===== src/rtl/regfile_wb_sched.sv =====
// Writeback scheduler for the dual-write-port register file: merges pipeline WB results
// with buffered multiplier results, tracks busy registers and requests WB bubbles on starvation.
module regfile_wb_sched #(
    parameter int DEPTH        = 2,
    parameter int STARVE_LIMIT = 4
) (
    input  logic        clk,
    input  logic        reset,
    input  logic        wb_valid,
    input  logic [3:0]  wb_a,
    input  logic [31:0] wb_d,
    input  logic        iss_valid,
    input  logic [3:0]  iss_lo_a,
    input  logic [3:0]  iss_hi_a,
    input  logic        iss_long,
    input  logic        mul_valid,
    output logic        mul_ready,
    input  logic        mul_long,
    input  logic [3:0]  mul_lo_a,
    input  logic [3:0]  mul_hi_a,
    input  logic [31:0] mul_lo_d,
    input  logic [31:0] mul_hi_d,
    output logic        we3,
    output logic [3:0]  wa3,
    output logic [31:0] wd3,
    output logic [3:0]  wa3_2,
    output logic [31:0] wd3_2,
    output logic [14:0] busy,
    output logic        wb_hold
);

    localparam int PW = (DEPTH > 1) ? $clog2(DEPTH) : 1;
    localparam int CW = $clog2(DEPTH + 1);
    localparam int SW = $clog2(STARVE_LIMIT + 1);
    localparam logic [3:0] PC_ADDR = 4'd15;

    typedef struct packed {
        logic        is_long;
        logic [3:0]  lo_a;
        logic [3:0]  hi_a;
        logic [31:0] lo_d;
        logic [31:0] hi_d;
    } entry_t;

    typedef enum logic {
        ST_RUN    = 1'b0,
        ST_STARVE = 1'b1
    } state_t;

    // One-hot busy mask for a register; the PC has no busy bit.
    function automatic logic [14:0] addr_mask(input logic [3:0] a);
        addr_mask = (a == PC_ADDR) ? 15'd0 : (15'd1 << a);
    endfunction

    entry_t            fifo_mem_r [DEPTH];
    logic [PW-1:0]     wr_ptr_r;
    logic [PW-1:0]     rd_ptr_r;
    logic [CW-1:0]     count_r;
    logic [14:0]       busy_r;
    state_t            state_r;
    logic [SW-1:0]     starve_cnt_r;

    entry_t            head_s;
    entry_t            push_entry_s;
    logic              empty_s;
    logic              full_s;
    logic              push_s;
    logic              pop_s;
    logic              w1_en_s;
    logic [3:0]        w1_a_s;
    logic [31:0]       w1_d_s;
    logic              w2_en_s;
    logic [3:0]        w2_a_s;
    logic [31:0]       w2_d_s;
    logic              we_s;
    logic [3:0]        a1_s;
    logic [31:0]       d1_s;
    logic [3:0]        a2_s;
    logic [31:0]       d2_s;
    logic [14:0]       clr_mask_s;
    logic [14:0]       set_mask_s;
    logic [14:0]       busy_next_s;

    assign empty_s      = (count_r == {CW{1'b0}});
    assign full_s       = (count_r == CW'(DEPTH));
    assign mul_ready    = !full_s;
    assign push_s       = mul_valid && !full_s;
    assign head_s       = fifo_mem_r[rd_ptr_r];
    assign push_entry_s = '{is_long: mul_long, lo_a: mul_lo_a, hi_a: mul_hi_a,
                            lo_d: mul_lo_d, hi_d: mul_hi_d};

    // Arbitration: pick up to two write halves and decide whether the FIFO head pops.
    always_comb begin
        pop_s   = 1'b0;
        w1_en_s = 1'b0;
        w1_a_s  = 4'd0;
        w1_d_s  = 32'd0;
        w2_en_s = 1'b0;
        w2_a_s  = 4'd0;
        w2_d_s  = 32'd0;
        if (wb_valid) begin
            w1_en_s = (wb_a != PC_ADDR);
            w1_a_s  = wb_a;
            w1_d_s  = wb_d;
            if (!empty_s && !head_s.is_long && (head_s.lo_a != wb_a)) begin
                pop_s   = 1'b1;
                w2_en_s = (head_s.lo_a != PC_ADDR);
                w2_a_s  = head_s.lo_a;
                w2_d_s  = head_s.lo_d;
            end else begin
                pop_s   = 1'b0;
            end
        end else if (!empty_s) begin
            pop_s   = 1'b1;
            w1_en_s = (head_s.lo_a != PC_ADDR);
            w1_a_s  = head_s.lo_a;
            w1_d_s  = head_s.lo_d;
            // A long result aimed twice at one register degenerates to a lo-only write.
            if (head_s.is_long && (head_s.lo_a != head_s.hi_a)) begin
                w2_en_s = (head_s.hi_a != PC_ADDR);
                w2_a_s  = head_s.hi_a;
                w2_d_s  = head_s.hi_d;
            end else begin
                w2_en_s = 1'b0;
            end
        end else begin
            pop_s = 1'b0;
        end
    end

    // Map surviving halves onto both ports; a lone write is mirrored onto port 2.
    always_comb begin
        we_s = 1'b0;
        a1_s = 4'd0;
        d1_s = 32'd0;
        a2_s = 4'd0;
        d2_s = 32'd0;
        if (w1_en_s && w2_en_s) begin
            we_s = 1'b1;
            a1_s = w1_a_s;
            d1_s = w1_d_s;
            a2_s = w2_a_s;
            d2_s = w2_d_s;
        end else if (w1_en_s) begin
            we_s = 1'b1;
            a1_s = w1_a_s;
            d1_s = w1_d_s;
            a2_s = w1_a_s;
            d2_s = w1_d_s;
        end else if (w2_en_s) begin
            we_s = 1'b1;
            a1_s = w2_a_s;
            d1_s = w2_d_s;
            a2_s = w2_a_s;
            d2_s = w2_d_s;
        end else begin
            we_s = 1'b0;
        end
    end

    // Scoreboard update: pops release destinations, new issues claim them and win ties.
    always_comb begin
        clr_mask_s = 15'd0;
        set_mask_s = 15'd0;
        if (pop_s) begin
            clr_mask_s = addr_mask(head_s.lo_a) | (head_s.is_long ? addr_mask(head_s.hi_a) : 15'd0);
        end else begin
            clr_mask_s = 15'd0;
        end
        if (iss_valid) begin
            set_mask_s = addr_mask(iss_lo_a) | (iss_long ? addr_mask(iss_hi_a) : 15'd0);
        end else begin
            set_mask_s = 15'd0;
        end
        busy_next_s = (busy_r & ~clr_mask_s) | set_mask_s;
    end

    // FIFO storage; contents are don't-care until written, so no reset is needed.
    always_ff @(posedge clk) begin
        if (push_s) begin
            fifo_mem_r[wr_ptr_r] <= push_entry_s;
        end
    end

    // FIFO pointers and occupancy; pointers wrap naturally at the power-of-two depth.
    always_ff @(posedge clk) begin
        if (reset) begin
            wr_ptr_r <= {PW{1'b0}};
            rd_ptr_r <= {PW{1'b0}};
            count_r  <= {CW{1'b0}};
        end else begin
            if (push_s) begin
                wr_ptr_r <= wr_ptr_r + PW'(1);
            end
            if (pop_s) begin
                rd_ptr_r <= rd_ptr_r + PW'(1);
            end
            case ({push_s, pop_s})
                2'b10:   count_r <= count_r + CW'(1);
                2'b01:   count_r <= count_r - CW'(1);
                default: count_r <= count_r;
            endcase
        end
    end

    // Registered regfile write ports and busy scoreboard.
    always_ff @(posedge clk) begin
        if (reset) begin
            we3    <= 1'b0;
            wa3    <= 4'd0;
            wd3    <= 32'd0;
            wa3_2  <= 4'd0;
            wd3_2  <= 32'd0;
            busy_r <= 15'd0;
        end else begin
            we3    <= we_s;
            wa3    <= a1_s;
            wd3    <= d1_s;
            wa3_2  <= a2_s;
            wd3_2  <= d2_s;
            busy_r <= busy_next_s;
        end
    end

    assign busy = busy_r;

    // Starvation FSM: a FIFO left undrained too long forces a WB bubble until the next pop.
    always_ff @(posedge clk) begin
        if (reset) begin
            state_r      <= ST_RUN;
            starve_cnt_r <= {SW{1'b0}};
            wb_hold      <= 1'b0;
        end else begin
            case (state_r)
                ST_RUN: begin
                    wb_hold <= 1'b0;
                    if (pop_s || empty_s) begin
                        starve_cnt_r <= {SW{1'b0}};
                    end else if (starve_cnt_r == SW'(STARVE_LIMIT)) begin
                        state_r <= ST_STARVE;
                        wb_hold <= 1'b1;
                    end else begin
                        starve_cnt_r <= starve_cnt_r + SW'(1);
                    end
                end
                ST_STARVE: begin
                    if (pop_s) begin
                        state_r      <= ST_RUN;
                        wb_hold      <= 1'b0;
                        starve_cnt_r <= {SW{1'b0}};
                    end else begin
                        wb_hold      <= 1'b1;
                    end
                end
                default: begin
                    state_r      <= ST_RUN;
                    wb_hold      <= 1'b0;
                    starve_cnt_r <= {SW{1'b0}};
                end
            endcase
        end
    end

endmodule


===== config.mk =====
export PLATFORM = sky130hd
export DESIGN_NAME = regfile_wb_sched
export DESIGN_NICKNAME = d
export VERILOG_FILES = /design/src/rtl/regfile_wb_sched.sv
export SDC_FILE = /design/constraint.sdc
export NUM_CORES = 1
export LEC_CHECK = 0
export CORE_MARGIN = 4
export CORE_UTILIZATION = 45
export DETAILED_ROUTE_END_ITERATION = 12
export HOLD_SLACK_MARGIN = 0.05
export PLACE_DENSITY = 0.78
export SETUP_SLACK_MARGIN = 0.3
export SYNTH_ARGS = -nofsm -noshare
export SYNTH_HDL_FRONTEND = slang
export SYNTH_SLANG_ARGS = --single-unit

===== constraint.sdc =====
create_clock -name clk -period 4.7 [get_ports clk]
set_input_delay 0.705 -clock clk [delete_from_list [all_inputs] [get_ports clk]]
set_output_delay 0.705 -clock clk [all_outputs]
set_load 0.01 [all_outputs]

==> flow_summary_export.csv, run 1 <==
group,metric,value,unit
worst_setup_path,cp_slowest_cell,"dfxtp_4",
sta,tns,0,ns
clocking,cts_made_buffers,26,
floorplan,ioPinCount,213,
final_layout,nets,1206,
placed_design,place_hpwl,17.7,mm
sta,hold_ws,0.479,ns
grt,first_global_vias,7727,
clocking,cts_resized,0,
clocking,postCtsSetupBuffers,0,
final_layout,drive_gt1_share,5.36,%
synthesis,synth-edff-count,146,
routing,wire_per_inst,19.7,microns
worst_setup_path,reg2reg_depth,8,
synthesis,synth.distinct_cells,43,
sta,setup_viol,0,
clocking,cts.clk_slew.worst_paths,0.06,ns
worst_setup_path,worstPathArrival,4.01,ns
clocking,cts_buffer_depth,3,
sta,hold_viol,0,
worst_setup_path,required,5.14,ns
worst_hold_path,hp-class,"register to register",
final_layout,n_antenna_cell,0,
routing,drc,0,
worst_setup_path,crit_fanout,43,
routing,ant_nets,0,
sta,finalClockSkew,0.00913,ns
floorplan,design.core.area,22000,sq um
clocking,root_buffer,"clkbuf_16",
grt,track_usage,20.9,%
synthesis,synthesis.nets,1012,
floorplan,die_x,158,microns
synthesis,ys_ff_latch,243,
routing,drt_iter0_drc,508,
grt,grt_antenna_before_repair,2,
power_and_ir_drop,vdd.ir_drop.worst,298,uV
worst_hold_path,hp-start,"busy[6]",
final_layout,areaGrowthSynthToFinish,31.0,%
synthesis,syn-instance-count,886,
sta,rsz0062_at_grt,"no",
routing,first_pass_iters,5,
job,cap_violations,0,
grt,grt_pass1_wl,41.3,mm
status,outcome,"finished clean",
floorplan,rows,54,
worst_hold_path,min_path_cells,2,
synthesis,yosysSeqAreaShare,62.5,%
routing,vias_per_cell,5.70,
placed_design,portBuffers,212,
synthesis,yosys_warnings,0,
routing,wl,27.2,mm
synthesis,synthFlopType,"edfxtp_1",
sta,worst_pin_slew,1.10,ns
clocking,cts.hold.buffers_added,0,
clocking,clock-sinks,243,
worst_setup_path,endpoint_kind,"register",
sta,max_freq,280,MHz
clocking,cts_tree,"done",
power_and_ir_drop,p_per_area,511,nW/um^2
worst_setup_path,rr_endpoint,"count_r[1]",
power_and_ir_drop,p_leak,4.38,nW
synthesis,syn_area,10100,sq um
grt,grt_max_degree,99,
worst_setup_path,crit_path_start_kind,"register",
clocking,clk_latency,0.53,ns
worst_setup_path,reg2reg_slack,1.13,ns
synthesis,async_flop_share,0,%
sta,post-route-period-util,75.9,%
floorplan,fp.dieH,158,microns
synthesis,post_synth.cell_area_avg,11.4,sq um
sta,fin_crit,3.57,ns
floorplan,floorplan.die_area,24900,sq um
routing,vias,7867,
sta,relSlewSlack,26.8,%
placed_design,place.gp.congestion,0.892,
worst_setup_path,worstSetupPathType,"register to register",
grt,grt-ovfl-total,0,
worst_setup_path,max_stage_delay,0.71,ns
clocking,htree_levels,1,
sta,drv_slew,0,
worst_setup_path,path_cells,"mux2i_1 -> xnor2_1 -> o41ai_4 -> a21o_1 -> inv_1 -> ha_1 -> or3_1 -> a21oi_1",
floorplan,start_util,46.1,%
worst_hold_path,min_to,"busy[6]",
-- per-layer routing --
metal  vias to the layer above  global-route usage (%)  part of all wire (%)
li1                       3684                       -                     -
met1                      3757                    28.0                    41
met2                       374                    34.7                    48
met3                        48                    4.46                   8.3
met4                         4                    6.05                   2.4
met5                         -                       0                 0.085
-- logic make-up (layout without fill, tap and decap cells) --
| kind of cell | after synthesis | after routing | synth area share [%] |
|---|---|---|---|
| simple gates | 251 | 251 | 10.4 |
| flops | 243 | 243 | 62.5 |
| compound gates | 232 | 232 | 14.7 |
| mux | 73 | 73 | 7.24 |
| buf+inv | 68 | 282 | 3.34 |
| xor+xnor | 16 | 16 | 1.39 |
| fa+ha+maj | 3 | 3 | 0.371 |
-- through the flow --
| stage | instance area [sq um] | setup slack (ns) | power, mW | cells | utilization, % |
|---|---|---|---|---|---|
| global placement | 12400 | 1.31 | 4.81 | 1332 | 56.6 |
| floorplan | 10100 | 0.348 | 4.15 | 886 | - |
| finish | 13200 | 1.13 | 6.77 | 1380 | 60.3 |
| global route | 13200 | 0.873 | 7.10 | 1380 | 60.3 |
| CTS | 13200 | 1.16 | 6.81 | 1380 | 60.3 |
| detailed placement | 12400 | 1.18 | 4.86 | 1332 | 56.6 |
-- where the power goes --
group          leakage [nW]  switching, mW  total, mW  internal, mW
logic                  1.83           1.24       2.06         0.821
clock network         0.394          0.801       1.94          1.14
registers              2.16          0.179       2.78          2.60
total                  4.38           2.22       6.77          4.56
-- synthesized netlist by cell type, types with 2 or more instances --
| library cell | instances | area [sq um] |
|---|---|---|
| mux2i_1 | 72 | 721 |
| xor2_1 | 2 | 17.5 |
| xnor2_1 | 14 | 123 |
| buf_2 | 17 | 85.1 |
| a32oi_1 | 4 | 35.0 |
| inv_1 | 10 | 37.5 |
| nor4_1 | 2 | 12.5 |
| edfxtp_1 | 146 | 4380 |
| buf_1 | 4 | 15.0 |
| buf_6 | 6 | 67.6 |
| nand4_1 | 3 | 18.8 |
| dfxtp_1 | 97 | 1940 |
| a31oi_1 | 2 | 12.5 |
| o22ai_1 | 18 | 113 |
| o32a_1 | 17 | 170 |
| a22oi_1 | 3 | 22.5 |
| nor2_1 | 95 | 357 |
| nand2b_1 | 10 | 62.6 |
| nand2_1 | 102 | 383 |
| and2_1 | 2 | 12.5 |
| nand3_1 | 13 | 65.1 |
| o21ai_0 | 31 | 155 |
| nor2b_1 | 2 | 12.5 |
| nor3_1 | 13 | 65.1 |
| nand3b_1 | 5 | 37.5 |
| o32ai_1 | 38 | 333 |
| a21oi_1 | 112 | 561 |
| buf_4 | 4 | 30.0 |
| clkbuf_1 | 26 | 97.6 |
| ha_1 | 3 | 37.5 |
-- worst max path at each step --
stage                        to  slack [ns]  cells after the start
2_1_floorplan  fifo_mem_r[0][0]        0.35                      2
3_3_place_gp         count_r[1]        1.31                      8
3_5_place_dp           wd3_2[0]        1.18                      7
4_1_cts              count_r[1]        1.16                      8
5_1_grt              count_r[1]        0.87                      8
6_report             count_r[1]        1.13                      8
-- worst max-delay path, delay by kind of cell, from the launching register on --
| kind | cells | cell delay (ns) |
|---|---|---|
| AO/OA/AOI/OAI | 3 | 1.07 |
| flip-flops | 1 | 0.71 |
| multiplexers | 1 | 0.53 |
| AND/OR/NAND/NOR | 1 | 0.38 |
| adder cells (fa/ha/maj) | 1 | 0.37 |
| buffers and inverters | 1 | 0.25 |
| XOR/XNOR | 1 | 0.18 |
-- registers in the layout, indices dropped and copies added (netlist names), 2 cells and up, named ones only --
name / count
fifo_mem_r: 146
wd3: 32
wd3_2: 32
busy: 15
wa3: 4
wa3_2: 4
starve_cnt_r: 3
count_r: 2
-- placed cells by master (no fill, tap or decap), types with 3 or more instances in the layout --
cell	count
xnor2_1	14
o32a_1	16
nand4_1	3
nand3_1	13
clkbuf_16	27
o21ai_0	30
nand2b_1	10
nand3b_1	5
nand2_1	101
clkdlybuf4s50_1	210
clkbuf_1	13
a21oi_1	112
nor3_1	13
buf_4	13
ha_1	3
o32ai_1	38
nor2_1	94
clkinv_1	3
a22oi_1	3
edfxtp_1	146
o22ai_1	18
dfxtp_1	96
a32oi_1	4
mux2i_1	72
inv_1	10
-- cell type report --
type / count / area, sq um
Fill cell: 1747 / 8710
Tap cell: 280 / 350
Clock inverter: 7 / 85.1
Sequential cell: 243 / 6330
Timing Repair Buffer: 224 / 2200
Multi-Input combinational cell: 575 / 3500
Clock buffer: 41 / 738
Inverter: 10 / 37.5
(Power assumes the default switching activity.)
==> inputs of run 2 (changes only) <==
==> constraint.sdc (replaced) <==
create_clock -name clk -period 3.4 [get_ports clk]
set_input_delay 0.51 -clock clk [delete_from_list [all_inputs] [get_ports clk]]
set_output_delay 0.51 -clock clk [all_outputs]
set_load 0.01 [all_outputs]
==> run 2 against run 1 <==
Compared with the run above:
- setup slack lost 0.68 ns
- largest cell class unchanged
- highest routed layer unchanged
- combinational power grew 46%
- non-clock buffer count is 11 higher
- fmax up 21%
==> flow_summary_export.csv, run 2 (synthesis results as in run 1) <==
group,metric,value,unit
job,cap_violations,0,
power_and_ir_drop,vdd.ir_drop.worst,441,uV
clocking,clock-sinks,243,
routing,wire_per_inst,20.0,microns
floorplan,floorplan.die_area,24900,sq um
clocking,htree_levels,1,
clocking,cts_tree,"done",
floorplan,start_util,46.1,%
worst_setup_path,critPathBufInv,1,
worst_setup_path,max_stage_delay,0.55,ns
routing,ant_nets,0,
final_layout,largest_reg_flops,146,
grt,grt-ovfl-total,0,
floorplan,design.core.area,22000,sq um
sta,relSlewSlack,47.7,%
worst_setup_path,cp_slowest_cell,"o41ai_4",
routing,vias,7920,
routing,vias_per_cell,5.70,
final_layout,fillers,1713,
grt,grt_antenna_before_repair,1,
routing,drc,0,
worst_setup_path,crit_path_start_kind,"register",
routing,wl,27.7,mm
final_layout,areaGrowthSynthToFinish,32.9,%
final_layout,n_antenna_cell,0,
placed_design,place.gp.congestion,0.876,
placed_design,portBuffers,212,
sta,rsz0062_at_grt,"yes",
grt,track_usage,21.7,%
floorplan,ioPinCount,213,
sta,drv_slew,0,
floorplan,fp.dieH,158,microns
power_and_ir_drop,p_leak,4.49,nW
worst_setup_path,worstPathArrival,3.38,ns
worst_setup_path,required,3.84,ns
routing,first_pass_iters,5,
placed_design,dpl_cell_area,12500,sq um
clocking,root_buffer,"clkbuf_16",
grt,grt_max_degree,74,
final_layout,seqCellArea,6330,sq um
sta,hold_viol,0,
sta,max_freq,340,MHz
final_layout,top_regs,"fifo_mem_r (146), wd3 (32), wd3_2 (32)",
clocking,cts_made_buffers,26,
clocking,postCtsSetupBuffers,0,
worst_setup_path,path_cells,"mux2i_1 -> xnor2_1 -> o41ai_4 -> a21o_1 -> inv_1 -> ha_1 -> or3_1 -> a21oi_1",
final_layout,nets,1217,
worst_hold_path,hp-class,"register to register",
grt,first_global_vias,8051,
sta,tns,0,ns
sta,finalClockSkew,0.0137,ns
power_and_ir_drop,p_per_area,721,nW/um^2
worst_setup_path,endpoint_kind,"register",
sta,post-route-period-util,86.5,%
sta,fin_crit,2.94,ns
final_layout,multi_input_area,3500,sq um
power_and_ir_drop,p_total,9.70,mW
worst_setup_path,worstSetupPathType,"register to register",
routing,drt_iter0_drc,592,
final_layout,final_common_cell,"clkdlybuf4s50_1",
grt,grt_pass1_wl,42.8,mm
clocking,clk_latency,0.52,ns
worst_setup_path,crit_family,"compound AO/OA/AOI/OAI gates",
status,outcome,"finished clean",
floorplan,die_x,158,microns
sta,setup_viol,0,
placed_design,place_hpwl,18.5,mm
worst_setup_path,crit_fanout,19,
floorplan,rows,54,
clocking,cts_buffer_depth,3,
final_layout,design_area,13400,sq um
final_layout,mostFrequentLayoutCells,"clkdlybuf4s50_1, edfxtp_1, a21oi_1, nand2_1, dfxtp_1",
final_layout,drive_gt1_share,6.85,%
clocking,cts.clk_slew.worst_paths,0.06,ns
final_layout,top_register,"fifo_mem_r",
sta,worst_pin_slew,0.785,ns
-- run 2: cell count changes in the layout (fill, tap and decap cells not counted), moves of 2 or more --
| cell | change |
|---|---|
| bufinv_16 | +3 |
| buf_4 | +6 |
| clkinv_1 | +3 |
| clkinv_2 | +2 |
| buf_12 | +3 |
| buf_6 | +2 |
| clkbuf_1 | -10 |
-- run 2: worst min-delay path: cells and delay by family, from the launching register on --
family | cells | cell delay (ns)
flip-flops | 1 | 0.30
AO/OA/AOI/OAI | 2 | 0.13
-- run 2: metrics by stage --
stage	setup WS, ns	hold WS [ns]	util, %	instances
after detailed placement	0.395	0.475	57.1	1343
after floorplan	0.342	0.481	-	886
final	0.457	0.478	61.2	1390
after CTS	0.448	0.485	61.2	1390
after global routing	0.275	0.515	61.2	1390
after global placement	0.499	0.462	57.1	1343
-- run 2: final cells by class --
| type | instances | area share (%) |
|---|---|---|
| tap | 280 | 2.61 |
| clock buffer | 32 | 5.32 |
| multi-input combinational | 575 | 26.1 |
| inverter | 10 | 0.279 |
| timing repair buffer | 235 | 17.4 |
| sequential | 243 | 47.1 |
| clock inverter | 15 | 1.29 |
-- run 2: path summary, 6_finish.rpt --
kind / startpoint / end / slack [ns] / cells after the start
setup reg to reg: register / count_r[1] / 0.46 / 8
hold / removal: busy[14] / busy[14] / 0.48 / 2
setup / recovery: register / count_r[1] / 0.46 / 8
hold reg to reg: busy[14] / busy[14] / 0.48 / 2
-- run 2: what timing repair did --
action,CTS,global route
resized for setup,0,2
hold buffers,0,0
setup endpoints to repair,0,9
-- run 2: power breakdown --
part           switching, mW  internal, mW
clock                   1.11          1.79
sequential             0.199          3.58
combinational           1.80          1.21
total                   3.11          6.58
-- run 2: layer usage --
layer / up-vias / GRT usage (%) / wire [microns]
li1: 3695 / - / -
met4: 2 / 7.39 / 796
met3: 67 / 4.70 / 2250
met2: 353 / 35.6 / 13500
met5: - / 0 / 13
met1: 3803 / 28.7 / 11200
